File: src/rtl/serial_rxtx_core_if.sv
// serial_rxtx_core_if: receiver strobe/byte and transmitter start/busy/byte handshake bundle
interface serial_rxtx_core_if;
  logic       RxD_data_ready;
  logic [7:0] RxD_data;
  logic       TxD_busy;
  logic       TxD_start;
  logic [7:0] TxD_data;
  modport master (input RxD_data_ready, RxD_data, TxD_busy, output TxD_start, TxD_data);
  modport slave (output RxD_data_ready, RxD_data, TxD_busy, input TxD_start, TxD_data);
endinterface

File: src/rtl/serial_rxtx_core.sv
// serial_rxtx_core: FIFO-buffered byte echo with increment, LED shift register and overflow flag; SERIAL_RXTX_OVF_NOTIFY_EN adds a '!' notify frame after drops
module serial_rxtx_core #(
  parameter int         NumberOfLEDs  = 2,
  parameter int         FifoDepthLog2 = 4,
  parameter logic [7:0] Increment     = 8'd1
) (
  input  logic                     clk,
  input  logic                     rst_n,
  serial_rxtx_core_if.master       bus,
  output logic [NumberOfLEDs-1:0]  LED,
  output logic [FifoDepthLog2:0]   fifo_level,
  output logic                     overflow
);
  localparam int Depth = 1 << FifoDepthLog2;
  typedef enum logic [1:0] {IDLE, START, WAIT_BUSY, WAIT_DONE} state_t;
  state_t                   state;
  logic [7:0]               mem [Depth];
  logic [FifoDepthLog2-1:0] wr_ptr, rd_ptr;
  logic                     notify, full, pop, push, drop;
  logic [NumberOfLEDs+7:0]  led_shift;
  // a full FIFO still accepts a byte when the head leaves in the same cycle
  always_comb begin
    full      = fifo_level[FifoDepthLog2];
    pop       = state == IDLE && fifo_level != '0 && !notify;
    push      = bus.RxD_data_ready && (!full || pop);
    drop      = bus.RxD_data_ready && full && !pop;
    led_shift = {LED, bus.RxD_data};
  end
`ifdef SERIAL_RXTX_OVF_NOTIFY_EN
  // pending notify: any number of drops collapse into one, consumed when IDLE launches it
  always_ff @(posedge clk)
    if (!rst_n) notify <= 1'b0;
    else if (drop) notify <= 1'b1;
    else if (state == IDLE) notify <= 1'b0;
`else
  assign notify = 1'b0;
`endif
  // storage only; contents are meaningless after reset because the pointers restart
  always_ff @(posedge clk)
    if (push) mem[wr_ptr] <= bus.RxD_data;
  // pointers, occupancy, LED, overflow and the transmit FSM with registered outputs
  always_ff @(posedge clk) begin
    if (!rst_n) begin
      state         <= IDLE;
      bus.TxD_start <= 1'b0;
      bus.TxD_data  <= 8'h00;
      LED           <= '0;
      fifo_level    <= '0;
      overflow      <= 1'b0;
      wr_ptr        <= '0;
      rd_ptr        <= '0;
    end else begin
      if (bus.RxD_data_ready) LED <= led_shift[NumberOfLEDs-1:0];
      if (push) wr_ptr <= wr_ptr + 1'b1;
      if (pop) rd_ptr <= rd_ptr + 1'b1;
      if (push != pop) fifo_level <= push ? fifo_level + 1'b1 : fifo_level - 1'b1;
      if (drop) overflow <= 1'b1;
      bus.TxD_start <= 1'b0;
      case (state)
        IDLE:
          if (notify || pop) begin
            bus.TxD_data  <= notify ? 8'h21 : mem[rd_ptr] + Increment;
            bus.TxD_start <= 1'b1;
            state         <= START;
          end
        START:     state <= WAIT_BUSY;
        WAIT_BUSY: if (bus.TxD_busy) state <= WAIT_DONE;
        WAIT_DONE: if (!bus.TxD_busy) state <= IDLE;
        default:   state <= IDLE;
      endcase
    end
  end
endmodule

File: src/flat_wrapper.sv
// flat-port wrapper written by rule: the top's interface ports become plain ports
module serial_rxtx_core_flat 
#(
  parameter int         NumberOfLEDs  = 2,
  parameter int         FifoDepthLog2 = 4,
  parameter logic [7:0] Increment     = 8'd1
)
  (clk, rst_n, LED, fifo_level, overflow, bus_RxD_data_ready, bus_RxD_data, bus_TxD_busy, bus_TxD_start, bus_TxD_data);
  serial_rxtx_core_if bus_i ();
  input  logic clk;
  input  logic rst_n;
  output logic [NumberOfLEDs-1:0] LED;
  output logic [FifoDepthLog2:0] fifo_level;
  output logic overflow;
  input wire logic [$bits(bus_i.RxD_data_ready)-1:0] bus_RxD_data_ready;
  input wire logic [$bits(bus_i.RxD_data)-1:0] bus_RxD_data;
  input wire logic [$bits(bus_i.TxD_busy)-1:0] bus_TxD_busy;
  output wire logic [$bits(bus_i.TxD_start)-1:0] bus_TxD_start;
  output wire logic [$bits(bus_i.TxD_data)-1:0] bus_TxD_data;
  assign bus_i.RxD_data_ready = bus_RxD_data_ready;
  assign bus_i.RxD_data = bus_RxD_data;
  assign bus_i.TxD_busy = bus_TxD_busy;
  assign bus_TxD_start = bus_i.TxD_start;
  assign bus_TxD_data = bus_i.TxD_data;
  serial_rxtx_core #(.NumberOfLEDs(NumberOfLEDs), .FifoDepthLog2(FifoDepthLog2), .Increment(Increment)) u_core (.clk(clk), .rst_n(rst_n), .bus(bus_i), .LED(LED), .fifo_level(fifo_level), .overflow(overflow));
endmodule
File: config.mk
export PLATFORM = sky130hd
export DESIGN_NAME = serial_rxtx_core_flat
export DESIGN_NICKNAME = d
export VERILOG_FILES = /design/src/rtl/serial_rxtx_core_if.sv /design/src/rtl/serial_rxtx_core.sv /design/src/flat_wrapper.sv
export SDC_FILE = /design/constraint.sdc
export NUM_CORES = 1
export LEC_CHECK = 0
export ABC_AREA = 0
export BUFFER_PORTS_ARGS = -buffer_cell sky130_fd_sc_hd__clkbuf_2
export CAP_MARGIN = 20
export CORE_ASPECT_RATIO = 1.75
export CORE_MARGIN = 10
export CORE_UTILIZATION = 25
export DETAILED_ROUTE_END_ITERATION = 8
export SLEW_MARGIN = 5
export SYNTH_ARGS = -nofsm -noshare
export SYNTH_HDL_FRONTEND = slang
export SYNTH_SLANG_ARGS = --single-unit
File: constraint.sdc
create_clock -name clk -period 2.6 [get_ports clk]
set_clock_uncertainty 0.2 [all_clocks]
set_input_delay 0.52 -clock clk [delete_from_list [all_inputs] [get_ports clk]]
set_output_delay 0.52 -clock clk [all_outputs]
set_load 0.01 [all_outputs]
# After elaboration in Yosys (flattened, before gate mapping)
# Memories as Yosys holds them, arrays and structs flattened. A register that Yosys moved wholly into a read port is not among the register bits.
# Index checks and enable logic that the tools add are counted.
# totals
register_bits	27
latchBits	0
ram_bits	128
romBits	0
input_bits	12
out_inout_bits	17
word_cells	43
mem_count	1
# op_classes
add_sub_neg	5
n_mul	0
n_div	0
n_lt_le_gt_ge	0
eq_ne	7
n_shift	0
muxes	10
bitwise_logic	0
n_reduce_logical	12
# memory_table
name	depth	width	rd	rd_clocked_by_memory_dff	write_ports	line_no	rtl
u_core.mem	16	8	1	1	1	serial_rxtx_core.sv:17	logic [7:0] mem [Depth];
# ops
op	n
4-bit by 1-bit adder with 4-bit output (second input constant)	2
8-bit by 1-bit adder with 8-bit output (second input constant)	1
4-bit 2-to-1 mux	2
2-bit one-hot mux with 4 select lines	1
2-bit 2-to-1 mux	3
5-bit by 1-bit adder with 5-bit output (second input constant)	1
5-bit 2-to-1 mux	1
5-bit nonzero test	1
5-bit by 1-bit subtractor with 5-bit output (second input constant)	1
2-bit == test (second input constant)	2
1-bit logical AND	4
2-bit inequality test (second input constant)	2
2-bit AND reduction	2
1-bit 2-to-1 mux	3
3-bit AND reduction	1
2-bit by 1-bit == test with 1-bit output (second input constant)	1
1-bit zero test	2
2-bit zero test	1
2-bit by 1-bit inequality test with 1-bit output (second input constant)	1
1-bit logical OR	1
1-bit inequality test	1

# Depth between registers and ports, before layout
# Gate-level depths: netlist of the first run.
# logic_depth
depth_word	6
mapped_depth	14
mapped_depth_nobuf	13

# Least setup slack after synthesis of the first run
# OpenSTA, ideal clock, no wires.
# synth_timing
kind	register to register
start	register with a tool-made name
end	register u_core.bus.TxD_data[6]
setup_time_ns	0.086
arrival_time_ns	2.323
required_time_ns	2.314
slack_ns	-0.009
stages_incl_launch_ff	14
n_path_buf	3
period_less_slack_ns	2.609
path_cell_list	dfxtp_1 -> buf_6 -> buf_12 -> buf_12 -> mux2i_1 -> a221oi_2 -> a21oi_1 -> nor2_1 -> ha_1 -> inv_1 -> a2111oi_2 -> nand3_1 -> xor2_1 -> a211oi_1
# synth_rtl
element	line_no	rtl
end signal: assignment	serial_rxtx_core.sv:62	bus.TxD_data <= notify ? 8'h21 : mem[rd_ptr] + Increment;
end: declaration	serial_rxtx_core_if.sv:8	modport master (input RxD_data_ready, RxD_data, TxD_busy, output TxD_start, TxD_data);

==> impl_metrics.tcl, run 1 <==
set metrics [dict create \
    required_ns 2.77 \
    powerDensity_nw_per_um2 961 \
    overflow 0 \
    drt_iter0_drc 215 \
    netlist_top_cells_count "edfxtp_1 (128), nor2_1 (41), mux2i_1 (32), dfxtp_1 (31), nand2_1 (21)" \
    drt_drc_violations_left 0 \
    clkPwrFrac_pct 31.0 \
    yosys_most_used_dff "edfxtp_1" \
    dpl.hpwl_mm 10.9 \
    utilization_pct 31.8 \
    rows 78 \
    die_x_um 142 \
    fin_crit_sh_pct 101 \
    antenna_found_initial 1 \
    finalMaxSlewViolations 0 \
    wire_per_inst_um 18.1 \
    initial_core_util_pct 25.3 \
    antenna_left 0 \
    crit_family "multiplexers" \
    reg2reg_depth 6 \
    crit_top_cell "mux4_2" \
    yosysTopAreaCellShare_pct 58.8 \
    final_nets 527 \
    worst_path_largest_cell_delay_ns 0.54 \
    min_from "rst_n" \
    netlist_instances 408 \
    reg2reg_slack_ns -0.02 \
    startpoint_type "flip-flop" \
    path_buf_inv 2 \
    fin_crit_ns 2.62 \
    routabilityCongestion 0.940 \
    finalSetupViolations 1 \
    critPathMaxFanout 14 \
    hold_viol 0 \
    ctsHoldBuffers 0 \
    ys_top_cells_by_area "edfxtp_1 (59%), dfxtp_1 (9.5%), mux4_1 (6.4%)" \
    insertion_delay_ns 0.42 \
    seq_area_frac_synth_pct 68.3 \
    cts_root_buf "clkbuf_16" \
    min_path_type "in -> reg" \
    setup_tns_ns -0.0190 \
    grt_use_total_pct 9.25 \
    whs_path_depth 3 \
    vias 3790 \
    status "finished with violations" \
    fp.dieH_um 234 \
    via_per_inst 4.53 \
    p_leak_nw 2.92 \
    synth.avg_cell_area_um2 16.0 \
    synth.net_count 431 \
    io_buffers 28 \
    yosys.area.top_type "edfxtp_1" \
    postSynth.asyncResetShare_pct 0 \
    grt_pass1_wl_mm 23.2 \
    combPwrFrac_pct 30.3 \
    cts_tree "yes" \
    switching_share_pct 29.6 \
    routed_wl_mm 15.1 \
    p_switching_mw 2.35 \
    synth-edff-count 128 \
    pwr-share-seq_pct 38.7 \
    rsz0062_at_grt "true" \
    timing.rr.end "u_core.bus.TxD_data[7]" \
    core_area_um2 25900 \
    maxClockFrequency_ghz 0.382 \
    maxCapViolations 0 \
    irDropWorstVdd_mv 0.463 \
    slowest_stage "mux4_2" \
    violations "negative setup slack" \
    grt_pass1_vias 3929 \
    clock_path_buffers 2 \
    path_clk_slew_ns 0.07 \
    synth_cell_types 45 \
    path_class "reg -> reg" \
    p_int_mw 5.57 \
    relSlewSlack_pct 50.6 \
    netlist_area_um2 6540 \
    area_growth_pct 26.0 \
    min_to "u_core.bus.TxD_data[3]" \
    drtPass1Iterations 4 \
    tritoncts.num_buffers 17 \
    yosysWarnings 0 \
    tightest_slew_ns 0.740 \
    fin_ws_ns -0.0190 \
    clock_sinks 159 \
    htree_levels 4 \
    critical_path.cell_chain "buf_12 -> buf_16 -> mux4_2 -> mux4_2 -> or4_1 -> nand3_1" \
    crit_path_end_kind "flip-flop" \
    yosysMostFrequentCell "edfxtp_1" \
    dieArea_um2 33300 \
    arrival_ns 2.78 \
    grt_max_degree 24 \
    io_pins 29 \
    drive_gt1_share_pct 33.3 \
    antenna_cells 0 \
    ys_seq_elements 159 \
]
## power by group through the flow
| stage | Sequential, mW | Combinational (mW) | Clock [mW] |
|---|---|---|---|
| final | 3.07 | 2.39 | 2.45 |
| after global routing | 3.09 | 2.61 | 2.63 |
| after CTS | 3.06 | 2.22 | 2.51 |
| after detailed placement | 3.11 | 2.19 | 0 |
| after global placement | 3.09 | 2.15 | 0 |
| after floorplan | 3.11 | 1.35 | 0 |
## worst reg2reg max path, stage by stage (launching register included)
cell and delay (ns):
dfxtp_4 0.37, buf_12 0.16, buf_16 0.17, mux4_2 0.54, mux4_2 0.50, or4_1 0.52, nand3_1 0.10
## sequential cells by signal, summed over array words and instances, names as in the netlist, named ones only
register	cells
u_core.rd_ptr	4
u_core.bus.TxD_data	8
u_core.overflow	1
u_core.wr_ptr	4
u_core.fifo_level	5
u_core.LED	2
u_core.bus.TxD_start	1
u_core.mem	128
u_core.state	2
## cells in the final DEF, fill, tap and decap left out, types with 5 or more instances in the layout
| master | count |
|---|---|
| nand2_1 | 21 |
| inv_6 | 5 |
| xnor2_1 | 8 |
| nor3_1 | 6 |
| xor2_1 | 6 |
| mux2i_1 | 27 |
| nand3_1 | 6 |
| mux4_1 | 13 |
| mux2i_2 | 5 |
| nor2_1 | 37 |
| a221oi_2 | 5 |
| buf_4 | 62 |
| ha_1 | 9 |
| a21oi_1 | 9 |
| clkbuf_2 | 28 |
| clkbuf_16 | 17 |
| inv_1 | 10 |
| nand2b_1 | 5 |
| dfxtp_1 | 26 |
| mux4_2 | 8 |
| edfxtp_1 | 128 |
## kinds of logic (layout without fill, tap and decap cells)
logic type	count (synthesis)	after routing	share of synthesized area, %
flip-flops	159	159	68.3
buffers and inverters	28	137	2.47
AND/OR/NAND/NOR	94	94	6.40
multiplexers	54	54	13.2
AO/OA/AOI/OAI	48	48	5.61
XOR/XNOR	14	14	1.88
adder cells (fa/ha/maj)	11	11	2.11
## routing by layer
layer	share of wire, %	vias up	track usage (%)
met5	0.046	-	0
met4	2.9	2	4.33
met3	5.0	27	2.59
met2	55	88	17.0
met1	37	1905	9.38
li1	-	1768	-
## layout make-up
type,instances,area [um2]
Tap cell,320,400
Fill cell,2477,17600
Multi-Input combinational cell,221,2050
Inverter,11,41.3
Clock inverter,14,156
Sequential cell,159,4470
Clock buffer,18,429
Timing Repair Buffer,94,688
## worst max-delay path by stage
stage,slack (ns),depth (start not counted),endpoint,startpoint
floorplan,0.05,13,u_core.bus.TxD_data[6],flip-flop
global placement,-0.05,11,u_core.bus.TxD_data[6],flip-flop
detailed placement,-0.12,11,u_core.bus.TxD_data[6],flip-flop
CTS,0.01,11,u_core.bus.TxD_data[6],flip-flop
global route,-0.07,11,u_core.bus.TxD_data[6],flip-flop
finish,-0.02,6,u_core.bus.TxD_data[7],flip-flop
## metrics by stage
| step | worst slack, ns | power, mW | instance area [um2] | hold slack (ns) | instances |
|---|---|---|---|---|---|
| 4_1_cts | 0.0106 | 7.79 | 8040 | 0.165 | 826 |
| 2_1_floorplan | 0.0454 | 4.45 | 6550 | 0.268 | 408 |
| 3_5_place_dp | -0.118 | 5.30 | 7420 | 0.256 | 794 |
| 3_3_place_gp | -0.0464 | 5.24 | 7420 | 0.248 | 794 |
| 5_1_grt | -0.0675 | 8.33 | 8230 | 0.194 | 837 |
| 6_report | -0.0190 | 7.92 | 8230 | 0.185 | 837 |
## what timing repair did
item                       in CTS  in global routing
setup endpoints to repair       5                  5
buffers inserted                0                 11
gates resized for setup        11                 30
pin swaps                       0                 11
Power figures use the tool's default switching activity.
==> inputs of run 2 (changes only) <==
Settings changed: PLACE_DENSITY set to 0.4, TNS_END_PERCENT set to 1.
==> run 2 against run 1 <==
Against the previous run:
- the flow still finishes with violations (negative setup slack)
- sequential power hardly changed
- via count is 0.40% higher
- clock power rose by 9.4%
- final cell count is 1.4% higher
- sequential share of layout area down 0.80 points
- maximum frequency up 0.19%
- register-to-register slack barely moved
- flip-flop and latch count did not move
- power grew 4.0%
- cell area increased by 1.4%
- global-route usage rose by 1.2 points
- routed wire length is 13% higher
- critical path type unchanged
==> impl_metrics.tcl, run 2 (synthesized netlist as in run 1, its figures left out) <==
set metrics [dict create \
    via_per_inst 4.48 \
    antenna_found_initial 0 \
    routed_wl_mm 17.1 \
    violations "negative setup slack" \
    arrival_ns 2.79 \
    overflow 0 \
    vias 3805 \
    drt_iter0_drc 252 \
    io_buffers 28 \
    maxCapViolations 0 \
    finalMaxSlewViolations 0 \
    min_to "u_core.bus.TxD_data[3]" \
    pwr-share-seq_pct 37.1 \
    min_path_type "in -> reg" \
    whs_path_depth 3 \
    irDropWorstVdd_mv 0.475 \
    switching_share_pct 28.6 \
    ctsHoldBuffers 0 \
    fp.dieH_um 234 \
    drtPass1Iterations 4 \
    finalSetupViolations 2 \
    powerDensity_nw_per_um2 986 \
    clkPwrFrac_pct 32.5 \
    io_pins 29 \
    rows 78 \
    grt_max_degree 24 \
    grt_pass1_wl_mm 25.2 \
    place_ws_ns -0.0724 \
    status "finished with violations" \
    final_nets 539 \
    setup_tns_ns -0.0142 \
    fin_ws_ns -0.0140 \
    die_x_um 142 \
    rsz0062_at_grt "true" \
    largest-register "u_core.mem" \
    clock_path_buffers 2 \
    path_clk_slew_ns 0.07 \
    grt_pass1_vias 4064 \
    maxClockFrequency_ghz 0.383 \
    drive_gt1_share_pct 32.5 \
    reg2reg_slack_ns -0.01 \
    cts_root_buf "clkbuf_16" \
    initial_core_util_pct 25.3 \
    required_ns 2.78 \
    largest_reg_flops 128 \
    critPathMaxFanout 8 \
    p_switching_mw 2.35 \
    fin_crit_ns 2.61 \
    min_from "rst_n" \
    p_leak_nw 2.98 \
    wire_per_inst_um 20.1 \
    power_mw 8.24 \
    crit_path_end_kind "flip-flop" \
    wl_met3_um 663 \
    antenna_left 0 \
    combPwrFrac_pct 30.4 \
    dieArea_um2 33300 \
    mostFrequentLayoutCells "edfxtp_1 (128), buf_4 (73), nor2_1 (38)" \
    fin_crit_sh_pct 101 \
    dpl.hpwl_mm 12.1 \
    reg2reg_depth 10 \
    hold_viol 0 \
    wl_met2_mm 9.89 \
    tightest_slew_ns 0.959 \
    startpoint_type "flip-flop" \
    top_regs "u_core.mem (128), u_core.bus.TxD_data (8), u_core.fifo_level (5)" \
    area_growth_pct 27.8 \
    routabilityCongestion 0.774 \
    core_area_um2 25900 \
    p_int_mw 5.88 \
    top_layer_used "met4" \
    relSlewSlack_pct 35.9 \
    antenna_cells 0 \
    final_common_cell "edfxtp_1" \
    grt_use_total_pct 10.5 \
    utilization_pct 32.3 \
    m1WireLength_mm 6.11 \
    cts_tree "yes" \
    clock_sinks 159 \
    drt_drc_violations_left 0 \
    timing.rr.end "u_core.bus.TxD_data[7]" \
    htree_levels 4 \
    fillers 2504 \
    tritoncts.num_buffers 17 \
    insertion_delay_ns 0.43 \
    path_class "reg -> reg" \
]
run 2: cell count changes in the layout (fill, tap and decap cells not counted), moves of 2 or more:
| cell | delta |
|---|---|
| inv_6 | -4 |
| o21ai_1 | -2 |
| mux2i_4 | +2 |
| bufinv_16 | +3 |
| dfxtp_2 | -2 |
| clkbuf_1 | +3 |
| dfxtp_1 | +2 |
| mux2i_2 | -3 |
| buf_4 | +11 |
run 2: worst max-delay path by stage:
stage / startpoint / end / slack [ns] / cells after the start
after floorplan: flip-flop / u_core.bus.TxD_data[6] / 0.05 / 13
after global placement: flip-flop / u_core.bus.TxD_data[6] / -0.08 / 9
after detailed placement: flip-flop / u_core.bus.TxD_data[6] / -0.07 / 9
after CTS: flip-flop / u_core.bus.TxD_data[6] / 0.003 / 11
final: flip-flop / u_core.bus.TxD_data[7] / -0.01 / 10
after global routing: flip-flop / u_core.bus.TxD_data[6] / -0.16 / 12
run 2: layout make-up:
| type | instances | area, um2 | share of cell area (%) |
|---|---|---|---|
| inverter | 11 | 41.3 | 0.494 |
| timing repair buffer | 106 | 785 | 9.39 |
| tap | 320 | 400 | 4.79 |
| multi-input combinational | 221 | 2030 | 24.3 |
| clock buffer | 21 | 440 | 5.27 |
| sequential | 159 | 4470 | 53.5 |
| clock inverter | 11 | 188 | 2.25 |
run 2: power groups by stage:
stage / clock, mW / combinational [mW] / sequential (mW)
CTS: 2.75 / 2.42 / 3.05
global route: 2.84 / 2.75 / 3.08
detailed placement: 0 / 2.33 / 3.10
global placement: 0 / 2.34 / 3.09
finish: 2.68 / 2.50 / 3.06
floorplan: 0 / 1.35 / 3.11
run 2: metal layers:
layer,track usage (%),vias up
li1,-,1795
met3,2.33,22
met2,20.0,69
met1,10.3,1919
met4,4.90,0
met5,0,-
run 2: through the flow:
step                cell area, um2  hold slack (ns)  std cells
floorplan                     6550            0.268        408
global placement              7530            0.246        809
detailed placement            7530            0.259        809
CTS                           8220            0.161        844
global route                  8350            0.193        849
finish                        8350            0.183        849
run 2: what timing repair did:
action,in CTS,in global routing
buffers inserted,4,4
setup endpoints to repair,5,13
cloned,0,1
pin swaps,6,12
resized for setup,11,22
run 2: worst max-delay path, cell delays in order (launching register included):
cell and delay (ns):
dfxtp_4 0.37, buf_12 0.15, buf_6 0.12, mux2i_4 0.19, a221oi_4 0.30, a22oi_2 0.10, buf_4 0.15, a211oi_2 0.21
nand4_1 0.15, or4_1 0.52, nand3_1 0.09
==> inputs of run 3 (changes only) <==
Settings changed: CORE_MARGIN 10 to unset, CTS_BUF_LIST set to sky130_fd_sc_hd__clkbuf_8.
==> run 3 against run 2 <==
Against the previous run:
- the run still ends with negative setup slack left
- via count is 0.34% lower
- clock power is 29% lower
- utilization is 0.90 points lower
- clock-buffer cell count is 4 lower
- cell area is 3.2% lower
- sequential power hardly changed
- non-clock buffer count is 8 lower
- routed wire length hardly changed
- register-to-register slack worse by 0.04 ns
- highest routed layer unchanged
==> impl_metrics.tcl, run 3 (synthesized netlist as in run 1, its figures left out) <==
set metrics [dict create \
    status "finished with violations" \
    violations "negative setup slack" \
    drt_drc_violations_left 0 \
    cts_tree "yes" \
    whs_path_depth 3 \
    dieArea_um2 26800 \
    maxClockFrequency_ghz 0.377 \
    critical_path.cell_chain "buf_12 -> buf_12 -> mux4_2 -> mux4_2 -> or4_4 -> nand3_1" \
    top_layer_used "met4" \
    rsz0062_at_grt "true" \
    core_area_um2 25800 \
    place_ws_ns -0.209 \
    tightest_slew_ns 0.768 \
    powerDensity_nw_per_um2 918 \
    irDropWorstVdd_mv 0.391 \
    wire_per_inst_um 20.3 \
    path_class "reg -> reg" \
    overflow 0 \
    largest_reg_flops 128 \
    via_per_inst 4.51 \
    wl_met2_mm 9.76 \
    routabilityCongestion 0.759 \
    crit_family "multiplexers" \
    slowest_stage "mux4_2" \
    m1WireLength_mm 6.39 \
    area_growth_pct 23.8 \
    htree_levels 4 \
    relSlewSlack_pct 48.7 \
    clock_sinks 159 \
    insertion_delay_ns 0.47 \
    reg2reg_depth 6 \
    maxCapViolations 0 \
    drive_gt1_share_pct 34.9 \
    vias 3792 \
    finalSetupViolations 2 \
    hold_viol 0 \
    utilization_pct 31.4 \
    fin_crit_sh_pct 102 \
    initial_core_util_pct 25.4 \
    startpoint_type "flip-flop" \
    grt_use_total_pct 13.4 \
    rows 78 \
    final_nets 531 \
    finalMaxSlewViolations 0 \
    cts_root_buf "clkbuf_8" \
    worst_path_largest_cell_delay_ns 0.54 \
    drtPass1Iterations 4 \
    largest-register "u_core.mem" \
    final_common_cell "edfxtp_1" \
    wl_met3_um 386 \
    drt_iter0_drc 169 \
    grt_pass1_wl_mm 25.4 \
    critPathMaxFanout 7 \
    fin_ws_ns -0.0556 \
    required_ns 2.81 \
    arrival_ns 2.87 \
    die_x_um 124 \
    crit_path_end_kind "flip-flop" \
    io_buffers 28 \
    antenna_left 0 \
    fin_crit_ns 2.66 \
    dpl.hpwl_mm 12.0 \
    top_regs "u_core.mem (128), u_core.bus.TxD_data (8), u_core.fifo_level (5)" \
    path_buf_inv 2 \
    p_leak_nw 2.83 \
    io_pins 29 \
    cp.depth 6 \
    grt_pass1_vias 4036 \
    mostFrequentLayoutCells "edfxtp_1 (128), buf_4 (62), nor2_1 (37)" \
    path_clk_slew_ns 0.09 \
    min_path_type "in -> reg" \
    clock_path_buffers 2 \
    grt_max_degree 24 \
    antenna_found_initial 0 \
    tritoncts.num_buffers 17 \
    antenna_cells 0 \
    routed_wl_mm 17.0 \
    fp.dieH_um 216 \
]
[run 3: area by class of cell]
cell class | count | area [um2]
multi-input combinational | 221 | 2020
tap | 320 | 400
clock inverter | 15 | 168
timing repair buffer | 98 | 757
fill | 2576 | 17700
inverter | 11 | 41.3
clock buffer | 17 | 234
sequential | 159 | 4470
[run 3: per-stage QoR]
step           instance area, um2  hold slack, ns  instances  TNS, ns  total power [mW]
6_report                     8090           0.153        841  -0.0725              7.43
5_1_grt                      8090           0.147        841   -0.607              7.84
4_1_cts                      7990           0.104        836   -0.189              7.40
3_5_place_dp                 7450           0.266        800   -0.653              5.35
3_3_place_gp                 7450           0.249        800   -0.637              5.32
2_1_floorplan                6550           0.268        408        0              4.45
[run 3: path summary, 6_finish.rpt]
kind,from,end,slack (ns)
worst min register to register,u_core.bus.TxD_data[1],u_core.bus.TxD_data[1],0.27
worst min-delay path,rst_n,u_core.bus.TxD_data[3],0.15
worst max-delay path,flip-flop,u_core.bus.TxD_data[7],-0.06
worst max register to register,flip-flop,u_core.bus.TxD_data[7],-0.06
[run 3: report_power, final]
part	switching (mW)	internal, mW
clock	0.949	0.946
sequential	0.139	2.93
combinational	1.24	1.22
[run 3: worst min-delay path, stage by stage]
cell and delay [ns]:
clkbuf_2 0.13, o21ai_0 0.09, a21oi_1 0.04
[run 3: layer usage]
layer,vias to the layer above,track usage (%)
met5,-,0
met4,0,6.18
met3,25,2.88
met2,72,26.4
met1,1925,13.0
li1,1770,-
[run 3: timing repair]
| action | 4_1_cts | 5_1_grt |
|---|---|---|
| hold buffers | 0 | 0 |
| buffers inserted | 3 | 5 |
| endpoints found under the setup margin | 7 | 6 |
| pin swaps | 10 | 17 |
| gates cloned | 1 | 1 |
| resized for setup | 29 | 25 |
